**config.mk**
```make
export PLATFORM = sky130hd
export DESIGN_NAME = fifo_wr_arbiter
export DESIGN_NICKNAME = d
export VERILOG_FILES = /design/src/rtl/fifo_wr_arbiter.sv
export SDC_FILE = /design/constraint.sdc
export NUM_CORES = 1
export LEC_CHECK = 0
export ABC_AREA = 1
export ABC_CLOCK_PERIOD_IN_PS = 2300
export BUFFER_PORTS_ARGS = -buffer_cell sky130_fd_sc_hd__buf_2
export CAP_MARGIN = 20
export CORE_MARGIN = 2
export CORE_UTILIZATION = 28
export CTS_BUF_LIST = sky130_fd_sc_hd__clkbuf_4 sky130_fd_sc_hd__clkbuf_8 sky130_fd_sc_hd__clkbuf_16
export CTS_CLUSTER_SIZE = 8
export DETAILED_ROUTE_END_ITERATION = 10
export PLACE_DENSITY_LB_ADDON = 0.15
export SYNTH_ARGS = -nofsm -noshare
export SYNTH_HDL_FRONTEND = slang
export SYNTH_SLANG_ARGS = --single-unit
```
**constraint.sdc**
```tcl
create_clock -name clk -period 2.3 [get_ports clk]
set_input_delay 0.46 -clock clk [delete_from_list [all_inputs] [get_ports clk]]
set_output_delay 0.46 -clock clk [all_outputs]
set_load 0.01 [all_outputs]
```
**src/rtl/fifo_wr_arbiter.sv**
```systemverilog
// Round-robin write arbiter: shares one FIFO write port between N_REQ
// requesters, one owner at a time, with each tenure capped at MAX_BURST
// accepted beats. The owner's data is forwarded to the FIFO while it is not full.
module fifo_wr_arbiter #(
    parameter int WIDTH     = 8,
    parameter int N_REQ     = 4,
    parameter int MAX_BURST = 4
) (
    input  logic                     clk,
    input  logic                     reset,
    input  logic [N_REQ-1:0]         req,
    input  logic [N_REQ*WIDTH-1:0]   req_data,
    output logic [N_REQ-1:0]         ack,
    output logic [N_REQ-1:0]         grant,
    output logic                     busy,
    input  logic                     fifo_full,
    output logic                     fifo_wr_en,
    output logic [WIDTH-1:0]         fifo_data_in
);

    localparam int OW = (N_REQ > 1) ? $clog2(N_REQ) : 1;
    localparam int CW = $clog2(MAX_BURST + 1);
    localparam logic [OW-1:0]    LAST_RST  = OW'(N_REQ - 1);
    localparam logic [CW-1:0]    BEAT_LAST = CW'(MAX_BURST - 1);
    localparam logic [N_REQ-1:0] ONE_HOT0  = {{(N_REQ-1){1'b0}}, 1'b1};

    typedef enum logic [0:0] {
        ST_IDLE  = 1'b0,
        ST_GRANT = 1'b1
    } state_t;

    state_t            state_q, state_d;
    logic [OW-1:0]     owner_q, owner_d;
    logic [OW-1:0]     last_owner_q, last_owner_d;
    logic [CW-1:0]     beat_cnt_q, beat_cnt_d;
    logic [N_REQ-1:0]  grant_q, grant_d;
    logic              busy_q, busy_d;

    logic              accept_s;
    logic              pick_found_s;
    logic [OW-1:0]     pick_idx_s;
    logic [OW-1:0]     cand_s;
    logic [WIDTH-1:0]  data_s;

    // A beat is accepted only from the current owner and only while the FIFO has room.
    assign accept_s = (state_q == ST_GRANT) && req[owner_q] && !fifo_full;

    // Combinational outputs: ack and write strobe follow the accept in the same cycle.
    assign ack          = accept_s ? grant_q : {N_REQ{1'b0}};
    assign fifo_wr_en   = accept_s;
    assign fifo_data_in = (state_q == ST_GRANT) ? data_s : {WIDTH{1'b0}};
    assign grant        = grant_q;
    assign busy         = busy_q;

    // Select the owner's data slice with constant indices only.
    always_comb begin
        data_s = {WIDTH{1'b0}};
        for (int i = 0; i < N_REQ; i++) begin
            data_s = (owner_q == OW'(i)) ? req_data[i*WIDTH +: WIDTH] : data_s;
        end
    end

    // Rotating priority search starting just after the last owner.
    always_comb begin
        pick_found_s = 1'b0;
        pick_idx_s   = owner_q;
        cand_s       = owner_q;
        for (int k = 1; k <= N_REQ; k++) begin
            cand_s = OW'((int'(last_owner_q) + k) % N_REQ);
            if (!pick_found_s && req[cand_s]) begin
                pick_found_s = 1'b1;
                pick_idx_s   = cand_s;
            end else begin
                pick_found_s = pick_found_s;
            end
        end
    end

    // Next-state logic: arbitration in IDLE, beat counting and release in GRANT.
    always_comb begin
        state_d      = state_q;
        owner_d      = owner_q;
        last_owner_d = last_owner_q;
        beat_cnt_d   = beat_cnt_q;
        case (state_q)
            ST_IDLE: begin
                if (pick_found_s) begin
                    state_d    = ST_GRANT;
                    owner_d    = pick_idx_s;
                    beat_cnt_d = {CW{1'b0}};
                end else begin
                    state_d    = ST_IDLE;
                end
            end
            ST_GRANT: begin
                // The beat accepted in the release cycle is still written.
                if (!req[owner_q] || (accept_s && (beat_cnt_q == BEAT_LAST))) begin
                    state_d      = ST_IDLE;
                    last_owner_d = owner_q;
                    beat_cnt_d   = {CW{1'b0}};
                end else if (accept_s) begin
                    beat_cnt_d   = beat_cnt_q + CW'(1);
                end else begin
                    beat_cnt_d   = beat_cnt_q;
                end
            end
            default: begin
                state_d    = ST_IDLE;
                beat_cnt_d = {CW{1'b0}};
            end
        endcase
        grant_d = (state_d == ST_GRANT) ? (ONE_HOT0 << owner_d) : {N_REQ{1'b0}};
        busy_d  = (state_d == ST_GRANT);
    end

    // State, arbitration history and registered outputs.
    always_ff @(posedge clk or posedge reset) begin
        if (reset) begin
            state_q      <= ST_IDLE;
            owner_q      <= {OW{1'b0}};
            last_owner_q <= LAST_RST;
            beat_cnt_q   <= {CW{1'b0}};
            grant_q      <= {N_REQ{1'b0}};
            busy_q       <= 1'b0;
        end else begin
            state_q      <= state_d;
            owner_q      <= owner_d;
            last_owner_q <= last_owner_d;
            beat_cnt_q   <= beat_cnt_d;
            grant_q      <= grant_d;
            busy_q       <= busy_d;
        end
    end

endmodule

```
==> results of run 1 <==
==> worst max-delay path by stage <==
stage | cells after the start | startpoint | to
after global routing | 9 | owner_q[0]$_DFF_PP0_ | ack[2]
after global placement | 10 | owner_q[0]$_DFF_PP0_ | ack[3]
after floorplan | 7 | owner_q[1]$_DFF_PP0_ | ack[0]
final | 9 | owner_q[0]$_DFF_PP0_ | ack[1]
after CTS | 9 | owner_q[1]$_DFF_PP0_ | ack[1]
after detailed placement | 10 | owner_q[0]$_DFF_PP0_ | ack[1]
==> report_power, final <==
group / internal, mW / switching [mW] / total, mW
Sequential: 0.312 / 0.119 / 0.431
Clock: 0.133 / 0.0722 / 0.206
Combinational: 0.560 / 0.951 / 1.51
Total: 1.00 / 1.14 / 2.15
==> metal layers <==
metal	track usage (%)	share of wire, %	wire [um]
met3	0.9868	2.5	82
met1	20.95	48	1568
met5	0	0	0
met4	3.750	0.43	14
met2	22.45	49	1600
==> flip-flops by register name (all words and copies together) (netlist names) <==
signal,count
busy,1
owner_q,2
grant,4
last_owner_q,2
beat_cnt_q,3
==> placed cells by master (no fill, tap or decap), types with 2 or more instances in the layout <==
cell type,count
nand2_2,11
nand2_1,66
o21ai_1,3
nand3_1,15
ha_1,2
a21oi_1,12
inv_1,18
dfrtp_2,2
nor2_4,3
clkbuf_8,3
inv_2,4
dfrtp_1,8
nor2_1,7
buf_4,3
dfstp_2,2
buf_2,56
inv_4,2
a221o_1,7
o21ai_0,10
==> cells by family after synthesis <==
kind of cell | synth area share (%)
AO/OA/AOI/OAI | 20.28
AND/OR/NAND/NOR | 40.56
flip-flops | 26.25
buffers and inverters | 10.74
adder cells (fa/ha/maj) | 2.169
==> cells in the mapped netlist (all sizes together) <==
cell     instances  area share (%)
ha               2             2.2
nand3           16             7.4
nand2           77              27
dfstp            2             4.6
o21ai           13             5.6
a21boi           1            0.65
dfrtp           10              22
clkbuf           2            0.65
o2111ai          1             1.3
buf              3             2.3
inv             24             7.8
a221o            7             6.1
nor3             1            0.43
o211ai           1            0.65
a21oi           13             6.0
nor2            10             4.8
nand4            1            0.54
==> area by class of cell <==
class	instances	area (um^2)
clock buffer	4	48.80
fill	435	2425
inverter	24	95.09
multi-input combinational	143	732.0
sequential	12	305.3
tap	50	62.56
timing repair buffer	59	302.8
==> what timing repair did <==
item                                    CTS  global route
gates resized for setup                   2             3
setup buffers                             2             1
endpoints found under the setup margin    4             4
pin swaps                                 0             1
==> per-stage QoR <==
stage | utilization (%) | instance area (um^2)
after floorplan | - | 1154
after global placement | 36.83 | 1463
after detailed placement | 36.83 | 1463
after CTS | 38.63 | 1534
after global routing | 38.94 | 1546
final | 38.94 | 1546
==> worst max-delay path: cells and delay by family (launching register included) <==
family | cells | cell delay (ps)
AO/OA/AOI/OAI | 1 | 150
buffers and inverters | 4 | 450
flip-flops | 1 | 430
AND/OR/NAND/NOR | 4 | 410
==> flow_metrics.py, run 1 <==
metrics = {
    "logic_synthesis": {
        "netlist_area_um2": 1154,
        "synth_cells": 184,
        "synth_nets": 225,
        "synth-seq-cells": 12,
        "synth_seq_area_share_pct": 26.25,
        "synth_cell_types": 25,
        "synth_area_per_cell_um2": 6.270,
        "ys_warn_count": 0,
    },
    "floorplanning": {
        "fp-row-count": 23,
        "num_io_pins": 57,
        "dieArea_um2": 4649,
        "coreArea_um2": 3971,
        "start_util_pct": 29.05,
        "die_h_um": 68.19,
        "die_w_um": 68.19,
    },
    "critical_path": {
        "critPathKind": "register to output pin",
        "r2r_slack_ps": 360,
        "r2r-end": "grant[3]$_DFF_PP0_",
        "worstPathArrival_ps": 1680,
        "max_stage_delay_ps": 430,
        "timing.rr.start": "last_owner_q[0]$_DFFE_PP1P_",
        "cp-end-kind": "output pin",
        "crit_path_max_fanout": 7,
        "start_kind": "register",
        "cp_cell_sequence": "inv_4 -> buf_4 -> nand3_1 -> o2111ai_2 -> nand2_2 -> nor2_4 -> inv_1 -> nor2_1 -> buf_2",
        "cp.required_ps": 1840,
        "r2r_cells": 13,
        "crit_slowest_cell": "dfrtp_2",
    },
    "detailed_routing": {
        "wire_per_inst_um": 11.18,
        "drt_wl_total_mm": 3.266,
        "vias": 1341,
        "vias_per_cell": 4.592,
        "drt_iter0_drc": 58,
        "first_pass_iters": 4,
        "drc_errors": 0,
        "final_antenna_net_count": 0,
    },
    "clock_tree": {
        "cts_made_buffers": 3,
        "cts_sinks": 12,
        "hold_buffers": 0,
        "h-tree-depth": 1,
        "clock_latency_ps": 240,
        "cts_tree": "done",
        "clk_path_buf_depth": 2,
        "clockRootBuffer": "clkbuf_8",
        "path_clk_slew_ps": 50,
    },
    "grt": {
        "grt_pass1_vias": 1152,
        "antenna_found_initial": 0,
        "grt_usage_pct": 14.25,
        "grt_pass1_wl_mm": 5.078,
        "grt_max_degree": 13,
        "grt-ovfl-total": 0,
    },
    "placed_design": {
        "place_congestion": 0.7165,
        "portBuffers": 56,
        "dp_hpwl_mm": 2.627,
        "placedCellCount": 285,
        "preCtsSetupSlack_ps": 226.9,
    },
    "status": {
        "status": "complete, no violations",
    },
    "hold_path": {
        "hold_path_class": "input port to async pin",
    },
    "sta": {
        "setup_tns_ps": 0,
        "slew_violations": 0,
        "setup-violations-final": 0,
        "worst_slack_ps": 156.7,
        "fmax_ghz": 0.4666,
        "period_share_pct": 93.19,
        "clock_skew_ps": 4.232,
        "rsz0062_at_grt": "false",
        "finalHoldViolCount": 0,
        "slew-limit-headroom_pct": 68.94,
        "worst_hold_slack_ps": 226.3,
        "tightest_slew_ps": 465.3,
        "fin_crit_ps": 2143,
    },
    "cells_and_area": {
        "antenna-diode-count": 0,
        "drive_above_1_share_pct": 37.19,
        "fin_nets": 284,
        "syn_to_final_growth_pct": 34.06,
        "final_cells": 292,
    },
    "power": {
        "p_leak_nw": 0.8631,
        "p_total_mw": 2.148,
        "max-vdd-ir-drop_mv": 0.4875,
        "power.density_nw_per_um2": 1389,
    },
    "job": {
        "cap_viol_max_count": 0,
    },
}
Note: power is estimated with default switching activity, not from simulation.
==> run 2: changes to the inputs <==
RECOVER_POWER = 50   (was unset)
REMOVE_ABC_BUFFERS = 1   (was unset)
==> flow_metrics.py, run 2 (same netlist as run 1, synthesis figures left out) <==
metrics = {
    "floorplanning": {
        "die_h_um": 68.19,
        "die_w_um": 68.19,
        "coreArea_um2": 3971,
        "fp-row-count": 23,
        "num_io_pins": 57,
        "start_util_pct": 29.05,
        "dieArea_um2": 4649,
    },
    "sta": {
        "setup-violations-final": 0,
        "tightest_slew_ps": 463.2,
        "finalHoldViolCount": 0,
        "slew_violations": 0,
        "worst_hold_slack_ps": 216.1,
        "clock_skew_ps": 1.096,
        "slew-limit-headroom_pct": 69.08,
        "fin_crit_ps": 2115,
        "period_share_pct": 91.98,
        "fmax_ghz": 0.4727,
    },
    "power": {
        "p_leak_nw": 0.8824,
        "power.density_nw_per_um2": 1395,
        "max-vdd-ir-drop_mv": 0.4976,
        "p_total_mw": 2.247,
    },
    "clock_tree": {
        "clockRootBuffer": "clkbuf_8",
        "path_clk_slew_ps": 50,
        "clk_path_buf_depth": 2,
        "clock_latency_ps": 240,
        "cts_tree": "done",
        "cts_made_buffers": 3,
        "h-tree-depth": 1,
        "cts_sinks": 12,
        "hold_buffers": 0,
    },
    "detailed_routing": {
        "vias": 1384,
        "wire_per_inst_um": 10.91,
        "drt_wl_total_mm": 3.262,
        "drc_errors": 0,
        "vias_per_cell": 4.629,
        "final_antenna_net_count": 0,
        "first_pass_iters": 4,
        "drt_iter0_drc": 50,
    },
    "critical_path": {
        "worstPathArrival_ps": 1660,
        "start_kind": "register",
        "cp.required_ps": 1840,
        "r2r_slack_ps": 390,
        "critPathKind": "register to output pin",
        "cp-end-kind": "output pin",
        "r2r-end": "grant[1]$_DFF_PP0_",
        "timing.rr.start": "last_owner_q[0]$_DFFE_PP1P_",
        "r2r_cells": 12,
        "crit_path_max_fanout": 4,
    },
    "grt": {
        "met3_usage_pct": 1.974,
        "grt_usage_pct": 14.51,
        "grt_max_degree": 13,
        "grt_pass1_wl_mm": 5.147,
        "top_usage_layer": "met2",
        "grt_use_met1_pct": 17.27,
        "grt_pass1_vias": 1237,
        "grt-ovfl-total": 0,
        "met2_usage_pct": 26.33,
        "antenna_found_initial": 0,
    },
    "cells_and_area": {
        "drive_above_1_share_pct": 37.75,
        "fin_nets": 291,
        "layout_commonest_cell": "nand2_1",
        "antenna-diode-count": 0,
        "final_cell_mix": "nand2_1 (65), buf_2 (51), inv_1 (17)",
        "multiInputGateArea_um2": 740.7,
        "syn_to_final_growth_pct": 39.59,
        "seqCellArea_um2": 305.3,
        "largest_reg_flops": 4,
        "nFillCells": 433,
    },
    "placed_design": {
        "portBuffers": 56,
        "dp_hpwl_mm": 2.602,
        "place_congestion": 0.7571,
    },
    "job": {
        "cap_viol_max_count": 0,
    },
    "hold_path": {
        "hold_path_class": "input port to async pin",
    },
    "status": {
        "status": "complete, no violations",
    },
}
==> run 2: stage by stage <==
stage	area, um^2	std cells	util, %	worst slack (ps)	setup TNS (ps)
floorplan	1120	179	-	399.1	0
global placement	1470	286	37.02	278.8	0
detailed placement	1470	286	37.02	180.8	0
CTS	1543	292	38.85	75.25	0
global route	1610	299	40.55	-4.430	-4.430
finish	1610	299	40.55	184.5	0
==> run 2: critical path, cell delays in order, from the launching register on <==
cell	delay, ps
dfrtp_2	400
inv_4	40
buf_4	140
nor2_2	110
nand2_2	80
o2111ai_4	130
nand2_2	100
nor2_4	150
inv_2	60
nor2_1	80
buf_2	130
==> run 2: area by class of cell <==
type,count,area share (%)
Timing Repair Buffer,66,21.68
Tap cell,50,3.885
Sequential cell,12,18.96
Multi-Input combinational cell,143,46.00
Inverter,24,6.061
Clock buffer,4,3.419
==> run 2: worst max path at each step <==
stage / from / end / slack (ps)
finish: owner_q[0]$_DFF_PP0_ / ack[0] / 180
global route: owner_q[0]$_DFF_PP0_ / ack[1] / -4
CTS: owner_q[1]$_DFF_PP0_ / ack[0] / 80
detailed placement: owner_q[0]$_DFF_PP0_ / ack[0] / 180
global placement: owner_q[0]$_DFF_PP0_ / ack[2] / 280
floorplan: owner_q[0]$_DFF_PP0_ / ack[0] / 400
==> run 2: metal layers <==
layer	share of wire (%)	up-vias
li1	-	736
met1	46	598
met2	45	45
met3	7.8	5
met4	1.3	0
met5	0	-
==> run 2: what timing repair did <==
| action | in CTS | in global routing |
|---|---|---|
| endpoints found under the setup margin | 4 | 4 |
| setup buffers | 2 | 7 |
| resized for setup | 1 | 7 |
| pin swaps | 0 | 3 |
==> run 2: where the power goes <==
part           total (mW)  switching [mW]  internal (mW)  leakage [nW]
logic                1.59           0.960          0.629         0.706
registers           0.424           0.113          0.311         0.147
clock network       0.233          0.0815          0.151        0.0288
